==> src/rtl/md_ctrl_pkg.sv <==
// Shared encodings for the multiply/divide sequencer: md op codes, FSM states,
// stall and divider-start constants, and small op-class helpers.
package md_ctrl_pkg;

  typedef enum logic [2:0] {
    OP_MULT  = 3'd0,
    OP_MULTU = 3'd1,
    OP_DIV   = 3'd2,
    OP_DIVU  = 3'd3,
    OP_MTHI  = 3'd4,
    OP_MTLO  = 3'd5
  } md_op_e;

  typedef enum logic [1:0] {
    ST_IDLE = 2'd0,
    ST_MUL  = 2'd1,
    ST_DIV  = 2'd2,
    ST_DONE = 2'd3
  } md_state_e;

  localparam logic STOP      = 1'b1;
  localparam logic NO_STOP   = 1'b0;
  localparam logic DIV_START = 1'b1;
  localparam logic DIV_STOP  = 1'b0;

  function automatic logic is_mul(input logic [2:0] code);
    return (code == OP_MULT) || (code == OP_MULTU);
  endfunction

  function automatic logic is_div(input logic [2:0] code);
    return (code == OP_DIV) || (code == OP_DIVU);
  endfunction

  function automatic logic is_md(input logic [2:0] code);
    return is_mul(code) || is_div(code);
  endfunction

endpackage

==> src/rtl/md_hilo.sv <==
// Architectural HI/LO register pair with independent write enables and a
// shared 64-bit write port ({hi, lo}).
module md_hilo (
  input  logic        clk,
  input  logic        resetn,
  input  logic        hi_we,
  input  logic        lo_we,
  input  logic [63:0] wdata,
  output logic [31:0] hi,
  output logic [31:0] lo
);

  // NOTE: sequential state uses non-blocking (<=) so every flop samples
  // pre-edge values regardless of statement order.
  always_ff @(posedge clk or negedge resetn) begin
    if (!resetn) begin
      hi <= '0;
      lo <= '0;
    end else begin
      if (hi_we) hi <= wdata[63:32];
      if (lo_we) lo <= wdata[31:0];
    end
  end

endmodule

==> src/rtl/md_ctrl.sv <==
// Multiply/divide sequencer for EX: drives the external multiplier and divider,
// requests stalls while an op is in flight, and owns HI/LO.
module md_ctrl
  import md_ctrl_pkg::*;
#(
  parameter int MUL_LAT = 2
) (
  input  logic        clk,
  input  logic        resetn,
  input  logic        op_valid,
  input  logic [2:0]  op_code,
  input  logic [31:0] src_a,
  input  logic [31:0] src_b,
  input  logic        pipe_stall,
  input  logic        flush,
  output logic        stallreq,
  output logic        mul_signed,
  output logic [31:0] mul_ina,
  output logic [31:0] mul_inb,
  input  logic [63:0] mul_result,
  output logic        div_start,
  output logic        div_signed,
  output logic        div_annul,
  output logic [31:0] div_opa,
  output logic [31:0] div_opb,
  input  logic [63:0] div_result,
  input  logic        div_ready,
  output logic [31:0] hi,
  output logic [31:0] lo,
  output logic        op_done
);

  localparam int CW = (MUL_LAT > 1) ? $clog2(MUL_LAT) : 1;

  md_state_e   state, state_nx;
  logic [CW-1:0] cnt, cnt_nx;
  logic [31:0] opa_q, opb_q;
  logic        sgn_q, done_q;
  logic        accept;
  logic        hi_we, lo_we;
  logic [63:0] wdata;

  // NOTE: every signal assigned here gets a default first, so no path
  // through the case leaves one unassigned and no latch is inferred.
  always_comb begin
    state_nx  = state;
    cnt_nx    = cnt;
    accept    = 1'b0;
    hi_we     = 1'b0;
    lo_we     = 1'b0;
    wdata     = '0;
    stallreq  = NO_STOP;
    div_start = DIV_STOP;
    div_annul = 1'b0;

    case (state)
      ST_IDLE: begin
        // Gated by resetn so the stall request is low while held in reset.
        if (resetn && op_valid && is_md(op_code)) stallreq = STOP;
        if (op_valid) begin
          if (is_mul(op_code)) begin
            accept   = 1'b1;
            cnt_nx   = CW'(MUL_LAT - 1);
            state_nx = ST_MUL;
          end else if (is_div(op_code)) begin
            accept = 1'b1;
            if (src_b != '0) begin
              state_nx = ST_DIV;
            end else begin
              hi_we    = 1'b1;
              lo_we    = 1'b1;
              wdata    = {src_a, 32'hFFFF_FFFF};
              state_nx = ST_DONE;
            end
          end else if (op_code == OP_MTHI) begin
            hi_we = 1'b1;
            wdata = {src_a, src_a};
          end else if (op_code == OP_MTLO) begin
            lo_we = 1'b1;
            wdata = {src_a, src_a};
          end
        end
      end
      ST_MUL: begin
        stallreq = STOP;
        if (cnt == '0) begin
          hi_we    = 1'b1;
          lo_we    = 1'b1;
          wdata    = mul_result;
          state_nx = ST_DONE;
        end else begin
          cnt_nx = cnt - 1'b1;
        end
      end
      ST_DIV: begin
        stallreq  = STOP;
        div_start = DIV_START;
        if (div_ready) begin
          hi_we    = 1'b1;
          lo_we    = 1'b1;
          wdata    = div_result;
          state_nx = ST_DONE;
        end
      end
      ST_DONE: begin
        // Hold here while EX is stalled so the lingering op is not re-issued.
        if (!pipe_stall) state_nx = ST_IDLE;
      end
      default: state_nx = ST_IDLE;
    endcase

    // Flush overrides everything, including a same-cycle result capture.
    if (flush) begin
      state_nx = ST_IDLE;
      accept   = 1'b0;
      hi_we    = 1'b0;
      lo_we    = 1'b0;
      if (state == ST_DIV) begin
        div_annul = 1'b1;
        div_start = DIV_STOP;
      end
    end
  end

  always_ff @(posedge clk or negedge resetn) begin
    if (!resetn) begin
      state  <= ST_IDLE;
      cnt    <= '0;
      opa_q  <= '0;
      opb_q  <= '0;
      sgn_q  <= 1'b0;
      done_q <= 1'b0;
    end else begin
      state  <= state_nx;
      cnt    <= cnt_nx;
      done_q <= (state_nx == ST_DONE) && (state != ST_DONE);
      if (accept) begin
        opa_q <= src_a;
        opb_q <= src_b;
        sgn_q <= (op_code == OP_MULT) || (op_code == OP_DIV);
      end
    end
  end

  assign mul_signed = sgn_q;
  assign mul_ina    = opa_q;
  assign mul_inb    = opb_q;
  assign div_signed = sgn_q;
  assign div_opa    = opa_q;
  assign div_opb    = opb_q;
  assign op_done    = done_q;

  md_hilo u_hilo (
    .clk    (clk),
    .resetn (resetn),
    .hi_we  (hi_we),
    .lo_we  (lo_we),
    .wdata  (wdata),
    .hi     (hi),
    .lo     (lo)
  );

endmodule

==> config.mk <==
export PLATFORM = sky130hd
export DESIGN_NAME = md_ctrl
export DESIGN_NICKNAME = d
export VERILOG_FILES = /design/src/rtl/md_ctrl_pkg.sv /design/src/rtl/md_hilo.sv /design/src/rtl/md_ctrl.sv
export SDC_FILE = /design/constraint.sdc
export NUM_CORES = 1
export LEC_CHECK = 0
export ABC_AREA = 1
export BUFFER_PORTS_ARGS = -buffer_cell sky130_fd_sc_hd__buf_2
export CAP_MARGIN = 20
export CORE_AREA = 4 4 155 157
export DETAILED_ROUTE_END_ITERATION = 7
export DIE_AREA = 0 0 159 161
export GPL_ROUTABILITY_DRIVEN = 0
export PLACE_DENSITY = 0.64
export SETUP_SLACK_MARGIN = 0.4
export SLEW_MARGIN = 5
export SYNTH_ARGS = -nofsm -noshare
export SYNTH_HDL_FRONTEND = slang
export SYNTH_SLANG_ARGS = --single-unit
==> constraint.sdc <==
create_clock -name clk -period 2.2 [get_ports clk]
set_input_delay 0.22 -clock clk [delete_from_list [all_inputs] [get_ports clk]]
set_output_delay 0.22 -clock clk [all_outputs]
set_load 0.02 [all_outputs]
==> summary.md, run 1 <==
| Metric | Value |
|---|---|
| Status | `complete, but fails checks` |
| Failing checks | `negative hold slack` |
| Clk buf depth | `2` |
| Prevailing post-synth register cell | `dfrtp_1` |
| Worst path bufs/invs | `3` |
| Maxcap violations | `0` |
| Critical Path End Type | `output port` |
| Post-synth EDFFs | `0` |
| Max-slew headroom | `0.458` |
| Chip height | `161 µm` |
| Placed cell area | `9800 µm²` |
| Die Area | `25600 µm²` |
| Post-detail-place hpwl | `23.6 mm` |
| Post-Route Setup TNS | `0 ps` |
| Avg Cell Area, Syn | `7.83 µm²` |
| Via count | `8544` |
| First-pass GRT wire length | `49.5 mm` |
| Period utilization | `0.872` |
| Total Power | `0.0167 W` |
| # H-tree levels | `4` |
| Clock Pin Slew Worst Setup and Hold Paths | `60 ps` |
| Fmax | `521 MHz` |
| Syn-to-layout area delta | `47.1%` |
| Synth Net Count | `1217` |
| Initial DRC Count | `550` |
| Core Rows | `55` |
| Seq/Total Area, Yosys | `0.420` |
| Final net count | `1576` |
| Worst stage delay on the critical path | `420 ps` |
| Total CTS buffers | `17` |
| Min Tclk post-route | `1920 ps` |
| Crit path launch type | `register` |
| Root Buffer | `clkbuf_16` |
| Initial Utilization | `0.352` |
| Critical path class | `reg2out` |
| DR DRC count | `0` |
| Synth cell types | `26` |
| Hold Violations, Final | `52` |
| CTS tree | `yes` |
| Share of layout cells above drive strength 1 | `0.465` |
| GRT Total Usage | `0.251` |
| Top-count cell post-synth | `nand2_1` |
| Largest net degree at the start of global routing | `134` |
| Area of the core | `22500 µm²` |
| Worst-case vdd ir drop | `0.758 mV` |
| Initial antenna violation count | `3` |
| Flop2flop setup slack | `280 ps` |
| CP max stage cell | `dfrtp_1` |
| Critical-path cell list | `inv_2, ha_4, nand2_4, nor2_4, buf_6, nand2_4, a21oi_2, buf_6` |
| Fin. max-slew vios | `0` |
| P_leak | `6.15 nW` |
| First-pass detailed-route iteration total | `5` |
| Critical Path RT | `1980 ps` |
| Synth cell count leaders | `238 x nand2_1, 133 x dfrtp_1, 111 x inv_1, 82 x nor2_1, 73 x buf_4` |
| Area of the mapped netlist | `7930 µm²` |
| Design area | `11700 µm²` |
| Ys async rst share | `1.00` |
| Drt wl/cell | `20.5 µm` |
| Total number of yosys warnings | `0` |
| R2R depth | `14` |
| RSZ-0062 raised after global routing | `true` |
| Grt total ovfl | `0` |
| PwrDens | `1430 nW/µm²` |
| Final Skew | `10.6 ps` |
| R2r endpoint | `u_hilo.hi[1]` |
| Count of input and output buffers | `398` |
| Top-area cell type share of the netlist area | `0.420` |
| Vias in the first global route | `8259` |
| CTS sink count | `133` |
| Ports | `399` |
| Critical path peak fanout | `3` |
| Leading area contributor after synthesis | `dfrtp_1` |
| #FFs+latches synth | `133` |
| Dpl cells | `1588` |
| Clock insertion delay at the later pin of the skew report | `430 ps` |
| Hold Path Class | `in2async` |
| Top delay family on crit path | `flip-flops` |
| Die Width | `159 µm` |
| Number of vias per cell | `5.11` |
| Final WL | `34.3 mm` |
| Post-Layout Cell Count | `1671` |
| Largest cells by area after synthesis | `dfrtp_1 42%, nand2_1 11%, a32o_1 8.1%` |
| R2R Path Start | `state[1]` |
| Crit path DAT | `1700 ps` |
| Finish-stage setup viols | `0` |
| Hold WS | `-112 ps` |
| Measured slew at the worst slew-check pin | `813 ps` |
| Post-DRT Antenna Nets | `0` |
| Post-synthesis cell count | `1012` |
[stage by stage]
step,utilization,setup WS (ps)
after floorplan,-,444
after global placement,0.436,148
after detailed placement,0.436,144
after CTS,0.499,276
after global routing,0.518,202
final,0.518,282
[worst max path at each step]
| stage | from | endpoint | slack, ps | depth (start not counted) |
|---|---|---|---|---|
| 6_report | state[1] | stallreq | 280 | 8 |
| 5_1_grt | state[0] | u_hilo.hi[1] | 200 | 14 |
| 4_1_cts | state[1] | stallreq | 280 | 8 |
| 3_5_place_dp | src_b[19] | u_hilo.hi[2] | 140 | 11 |
| 3_3_place_gp | state[0] | u_hilo.hi[14] | 150 | 10 |
| 2_1_floorplan | state[0] | u_hilo.hi[27] | 440 | 10 |
[final cells by class]
| cell class | count | area, µm² |
|---|---|---|
| Clock buffer | 18 | 429 |
| Clock inverter | 14 | 175 |
| Fill cell | 2161 | 10800 |
| Sequential cell | 133 | 3330 |
| Multi-Input combinational cell | 630 | 3760 |
| Timing Repair Buffer | 476 | 3170 |
| Antenna cell | 2 | 5.00 |
| Tap cell | 285 | 357 |
| Inverter | 113 | 432 |
[metal layers]
layer,vias up,track usage,part of all wire
met5,-,0,0.00038
met4,2,0.0647,0.016
met3,32,0.0536,0.067
met2,380,0.402,0.48
met1,4101,0.349,0.44
li1,4029,-,-
[registers in the layout, indices dropped and copies added, names as in the netlist]
name and cells:
u_hilo.hi 32, op_done 1, state 2, cnt 1, div_opa 32, u_hilo.lo 32
div_opb 32, div_signed 1
[power breakdown]
group	internal, W	total [W]	switching, W
registers	0.00351	0.00440	0.000887
clock network	0.00180	0.00300	0.00120
logic	0.00368	0.00929	0.00561
total	0.00899	0.0167	0.00769
[logic make-up after synthesis]
| kind of cell | share of synthesized area |
|---|---|
| AND/OR/NAND/NOR | 0.201 |
| buffers and inverters | 0.159 |
| AO/OA/AOI/OAI | 0.171 |
| flip-flops | 0.420 |
| multiplexers | 0.0426 |
| adder cells (fa/ha/maj) | 0.00631 |
[worst register-to-register path: stages (launching register included)]
cell,delay (ps)
dfrtp_1,420
inv_2,120
ha_4,150
nand2_4,70
buf_6,120
nor2_4,100
buf_6,130
buf_6,120
buf_12,120
nand2_1,70
inv_2,80
nand3_2,100
a21oi_2,140
nand2_1,60
nand2_1,70
[repair_timing]
item	CTS	global route
setup buffers	26	5
hold buffers	0	0
pin swaps	19	19
resized for setup	68	95
endpoints found under the setup margin	128	105
gates cloned	14	4
[layout by cell type, fill, tap and decap left out, types with 3 or more instances in the layout]
cell type,synthesis,final
buf_2,21,394
nand2_1,238,198
dfrtp_1,133,133
inv_1,111,100
o21ai_0,70,70
nor2_1,82,68
a32o_1,64,61
a21oi_1,68,54
buf_4,73,33
mux2_2,30,30
nand3_1,37,26
nand4_1,26,26
nand2_2,3,26
clkbuf_16,0,21
buf_6,3,17
nand2_4,0,15
a21oi_2,0,13
nor2_2,1,12
buf_16,0,12
buf_12,0,11
inv_2,2,10
nand3_2,0,10
nor2_4,1,4
inv_6,0,4
inv_4,0,3
a32o_2,0,3
bufinv_16,0,3
clkinvlp_4,0,3
buf_8,0,3
Note: power is estimated with default switching activity, not from simulation.
==> run 2, diff against run 1 <==
- ABC_AREA: 1 -> unset
- CORE_AREA: 4 4 155 157 -> 4 4 154 156
- DIE_AREA: 0 0 159 161 -> 0 0 158 160
- PLACE_DENSITY: 0.64 -> 0.6
- clock period: 2.2 -> 2.02 ns (I/O delays scaled with it)
==> summary.md, run 2 <==
| Metric | Value |
|---|---|
| Hold Violations, Final | `0` |
| Initial DRC Count | `593` |
| Ys async rst share | `1.00` |
| Most frequent cells in the layout | `394 x buf_2, 133 x dfrtp_1, 112 x mux2_4` |
| Area of the core | `22400 µm²` |
| DR DRC count | `5` |
| RSZ-0062 raised after global routing | `true` |
| PwrDens | `1590 nW/µm²` |
| R2R depth | `7` |
| Failing checks | `design-rule violations, negative setup slack` |
| Finish-stage setup viols | `64` |
| Share of layout cells above drive strength 1 | `0.654` |
| Prevailing post-synth register cell | `dfrtp_1` |
| Maxcap violations | `0` |
| Worst stage delay on the critical path | `470 ps` |
| Synth cell count leaders | `133 x dfrtp_1, 69 x mux2_2, 68 x buf_4, 64 x a222oi_1, 38 x inv_1` |
| CTS sink count | `133` |
| Die Area | `25300 µm²` |
| First-pass detailed-route iteration total | `8` |
| Switch share | `0.415` |
| Critical path peak fanout | `24` |
| Syn-to-layout area delta | `55.0%` |
| Worst path depth | `7` |
| Worst path bufs/invs | `2` |
| Critical-path cell list | `inv_2, ha_4, o211ai_1, or4_4, a211oi_4, buf_12, mux2_2` |
| GRT Total Usage | `0.203` |
| Final WL | `27.0 mm` |
| Hold path depth | `2` |
| Initial antenna violation count | `1` |
| Top-count cell post-synth | `dfrtp_1` |
| Chip height | `160 µm` |
| Seq/Total Area, Yosys | `0.477` |
| Drt wl/cell | `21.1 µm` |
| Total number of yosys warnings | `0` |
| P_sw | `0.00715 W` |
| Measured slew at the worst slew-check pin | `751 ps` |
| Post-Route Setup TNS | `-10330 ps` |
| Status | `complete, but fails checks` |
| Most common cell after layout, fill and taps aside | `buf_2` |
| Crit path DAT | `2540 ps` |
| Largest net degree at the start of global routing | `78` |
| Post-detail-place hpwl | `18.1 mm` |
| Max-slew headroom | `0.499` |
| Largest cells by area after synthesis | `dfrtp_1 48%, mux2_2 11%, a222oi_1 9.2%` |
| Final net count | `1184` |
| Comb pwr share | `0.547` |
| Avg Cell Area, Syn | `11.9 µm²` |
| First-pass GRT wire length | `39.1 mm` |
| P_leak | `5.86 nW` |
| Top delay family on crit path | `simple AND/OR/NAND/NOR gates` |
| Post-synth EDFFs | `0` |
| Fmax | `445 MHz` |
| Power Internal | `0.0101 W` |
| # H-tree levels | `4` |
| Die Width | `158 µm` |
| Ports | `399` |
| Final Core Density | `0.484` |
| Critical Path End Type | `register` |
| Worst setup margin | `-226 ps` |
| Vias in the first global route | `6552` |
| Clock Pin Slew Worst Setup and Hold Paths | `70 ps` |
| Final Skew | `10.3 ps` |
| Worst-case vdd ir drop | `0.949 mV` |
| Inserted Diodes | `0` |
| Hold Path Class | `in2reg` |
| Flop pwr share | `0.272` |
| #FFs+latches synth | `133` |
| Period utilization | `1.11` |
| CTS tree | `yes` |
| Count of input and output buffers | `398` |
| Core Rows | `55` |
| Clk buf depth | `2` |
| Fin. max-slew vios | `0` |
| Root Buffer | `clkbuf_16` |
| Top-area cell type share of the netlist area | `0.477` |
| Via count | `6413` |
| Number of vias per cell | `5.02` |
| Post-synthesis cell count | `585` |
| Total CTS buffers | `17` |
| Critical Path RT | `2310 ps` |
| CP max stage cell | `or4_4` |
| Critical path class | `reg2reg` |
| Synth cell types | `32` |
| Area of the mapped netlist | `6980 µm²` |
| Synth Net Count | `790` |
| Post-DRT Antenna Nets | `0` |
| Clock insertion delay at the later pin of the skew report | `410 ps` |
| Leading area contributor after synthesis | `dfrtp_1` |
| Clock power share | `0.181` |
| Min Tclk post-route | `2250 ps` |
| Grt total ovfl | `0` |
| Crit path launch type | `register` |
| Initial Utilization | `0.312` |
## run 2: final timing paths
path                               startpoint            end  slack [ps]
max in group asynchronous              resetn            cnt         950
min in group asynchronous              resetn    div_opb[30]         390
worst min-delay path                src_b[13]    div_opb[13]          40
worst max register to register       state[1]   u_hilo.hi[0]        -230
worst max-delay path                 state[1]   u_hilo.hi[0]        -230
worst min register to register  u_hilo.hi[17]  u_hilo.hi[17]         480
## run 2: cell families (layout without fill, tap and decap cells)
kind of cell    count (synthesis)  in the layout  share of synthesized area
buf+inv                       145            552                      0.118
flops                         133            133                      0.477
mux                           129            129                      0.224
compound gates                112            112                      0.131
simple gates                   62             62                     0.0425
fa+ha+maj                       4              4                    0.00717
## run 2: power groups by stage
stage / logic, W / registers [W] / clock network (W)
after global routing: 0.00993 / 0.00487 / 0.00332
after floorplan: 0.00463 / 0.00602 / 0
after global placement: 0.00822 / 0.00467 / 0
after CTS: 0.00926 / 0.00469 / 0.00320
after detailed placement: 0.00827 / 0.00469 / 0
final: 0.00942 / 0.00469 / 0.00311
## run 2: stage by stage
| step | hold slack (ps) | instances | setup WS [ps] | instance area [µm²] | power, W |
|---|---|---|---|---|---|
| 2_1_floorplan | -93.6 | 585 | -252 | 7220 | 0.0107 |
| 3_3_place_gp | 266 | 1210 | -514 | 9300 | 0.0129 |
| 3_5_place_dp | 266 | 1210 | -576 | 9300 | 0.0130 |
| 4_1_cts | 8.00 | 1271 | -235 | 10700 | 0.0171 |
| 5_1_grt | 17.2 | 1277 | -294 | 10800 | 0.0181 |
| 6_report | 35.3 | 1277 | -226 | 10800 | 0.0172 |
## run 2: routing by layer
layer,global-route usage,part of all wire
met3,0.0347,0.076
met2,0.354,0.50
met4,0.0531,0.014
met5,0,0.00048
met1,0.259,0.41
## run 2: final cells by class
| class | count | area (µm²) |
|---|---|---|
| tap | 285 | 357 |
| timing repair buffer | 482 | 3140 |
| sequential | 133 | 3330 |
| clock buffer | 19 | 443 |
| fill | 2084 | 11500 |
| inverter | 38 | 145 |
| multi-input combinational | 307 | 3250 |
| clock inverter | 13 | 145 |
## run 2: timing repair
item | 4_1_cts | 5_1_grt
hold endpoints to repair | 107 | 0
gates cloned | 12 | 1
pin swaps | 6 | 9
gates resized for setup | 81 | 20
hold buffers | 1 | 0
setup buffers | 16 | 5
endpoints found under the setup margin | 134 | 135
==> run 3, diff against run 2 <==
- CELL_PAD_IN_SITES_DETAIL_PLACEMENT: unset -> 0
- CELL_PAD_IN_SITES_GLOBAL_PLACEMENT: unset -> 1
- CORE_AREA: 4 4 154 156 -> unset
- CORE_MARGIN: unset -> 4
- CORE_UTILIZATION: unset -> 33
- DIE_AREA: 0 0 158 160 -> unset
- PLACE_DENSITY: 0.6 -> 0.81
==> summary.md, run 3 (synthesis gave the netlist of run 2 again) <==
| Metric | Value |
|---|---|
| Status | `complete, but fails checks` |
| Failing checks | `design-rule violations, negative setup slack` |
| Hold Path Class | `in2reg` |
| Min Tclk post-route | `2270 ps` |
| Hold path depth | `2` |
| Count of input and output buffers | `398` |
| Chip height | `153 µm` |
| Max-slew headroom | `0.518` |
| # H-tree levels | `4` |
| Most frequent cells in the layout | `394 x buf_2, 133 x dfrtp_1, 65 x mux2_4` |
| Initial DRC Count | `585` |
| Largest net degree at the start of global routing | `134` |
| Critical path peak fanout | `5` |
| Hold path startpoint | `src_b[9]` |
| Final Core Density | `0.514` |
| CTS tree | `yes` |
| First-pass GRT wire length | `38.4 mm` |
| Final Skew | `6.99 ps` |
| Critical path class | `reg2reg` |
| Grt total ovfl | `0` |
| Initial antenna violation count | `1` |
| Most common cell after layout, fill and taps aside | `buf_2` |
| PwrDens | `1610 nW/µm²` |
| Initial Utilization | `0.341` |
| Finish-stage setup viols | `88` |
| Fmax | `441 MHz` |
| Root Buffer | `clkbuf_16` |
| Crit path DAT | `2560 ps` |
| Inserted Diodes | `0` |
| Clk buf depth | `2` |
| Period utilization | `1.12` |
| CTS sink count | `133` |
| Core Rows | `52` |
| Number of vias per cell | `5.11` |
| Design area | `10500 µm²` |
| R2R Path Start | `state[1]` |
| Final WL | `25.9 mm` |
| GRT Total Usage | `0.206` |
| DR DRC count | `14` |
| Measured slew at the worst slew-check pin | `723 ps` |
| Ports | `399` |
| Vias in the first global route | `6545` |
| Total CTS buffers | `17` |
| Worst-case vdd ir drop | `0.867 mV` |
| Crit path launch type | `register` |
| Final net count | `1176` |
| Fillers | `1851` |
| Maxcap violations | `0` |
| First-pass detailed-route iteration total | `8` |
| Via count | `6397` |
| Die Area | `23500 µm²` |
| Area of the core | `20500 µm²` |
| R2R depth | `9` |
| Hold Path End | `div_opb[9]` |
| Syn-to-layout area delta | `51.1%` |
| Post-DRT Antenna Nets | `0` |
| Fin. max-slew vios | `0` |
| Post-detail-place hpwl | `17.2 mm` |
| Drt wl/cell | `20.7 µm` |
| Post-Route Setup TNS | `-13670 ps` |
| Clock insertion delay at the later pin of the skew report | `410 ps` |
| Hold Violations, Final | `0` |
| RSZ-0062 raised after global routing | `true` |
| Die Width | `153 µm` |
| Critical Path End Type | `register` |
| Flop2flop setup slack | `-250 ps` |
| Hold WS | `35.9 ps` |
| Register area | `3330 µm²` |
| Clock Pin Slew Worst Setup and Hold Paths | `60 ps` |
| Share of layout cells above drive strength 1 | `0.653` |
| R2r endpoint | `u_hilo.hi[8]` |
| Critical Path RT | `2310 ps` |
| Place WS | `-587 ps` |
| Worst setup margin | `-248 ps` |
| Area of the multi-input gates | `3080 µm²` |
| P_leak | `5.64 nW` |
| Placed cell area | `9230 µm²` |
==> run 3: how the worst max path moves through the flow <==
stage / startpoint / to / slack (ps)
CTS: state[1] / u_hilo.hi[31] / -230
detailed placement: src_b[25] / u_hilo.hi[0] / -590
floorplan: state[1] / u_hilo.hi[10] / -250
finish: state[1] / u_hilo.hi[8] / -250
global placement: src_b[25] / u_hilo.hi[0] / -590
global route: state[0] / u_hilo.hi[25] / -320
==> run 3: where the power goes <==
group | switching, W | internal [W]
Combinational | 0.00496 | 0.00398
Clock | 0.00122 | 0.00219
Sequential | 0.000816 | 0.00385
==> run 3: critical path: stages (launching register included) <==
cell      delay [ps]
dfrtp_1          390
inv_2             80
ha_4             140
o211ai_1         100
or4_4            480
a211oi_4         260
buf_6            170
buf_12           110
buf_12           110
mux2_4           290
==> run 3: routing by layer <==
layer  part of all wire  global-route usage  up-vias  wire length (µm)
li1                   -                   -     2911                 -
met1               0.41               0.270     3122             10600
met2               0.49               0.342      337             12800
met3              0.081              0.0500       25              2100
met4              0.016              0.0593        2               426
met5            0.00050                   0        -                13
==> run 3: layout make-up <==
class                   instances  share of cell area
clock buffers                  19              0.0411
clock inverters                12              0.0195
inverters                      38              0.0135
multi-input cells             307               0.292
flip-flops and latches        133               0.316
well taps                     270              0.0320
repair buffers                474               0.286
==> run 3: stage by stage <==
step	total power, W	std cells
after floorplan	0.0107	585
final	0.0170	1253
after global routing	0.0179	1253
after CTS	0.0168	1244
after global placement	0.0128	1191
after detailed placement	0.0129	1191
==> run 3: repair_timing <==
| item | CTS | global route |
|---|---|---|
| endpoints found under the setup margin | 134 | 134 |
| cloned | 9 | 4 |
| hold buffers | 1 | 0 |
| buffers inserted | 12 | 5 |
| endpoints found under the hold margin | 133 | 0 |
| gates resized for setup | 35 | 19 |
| pin swaps | 1 | 0 |
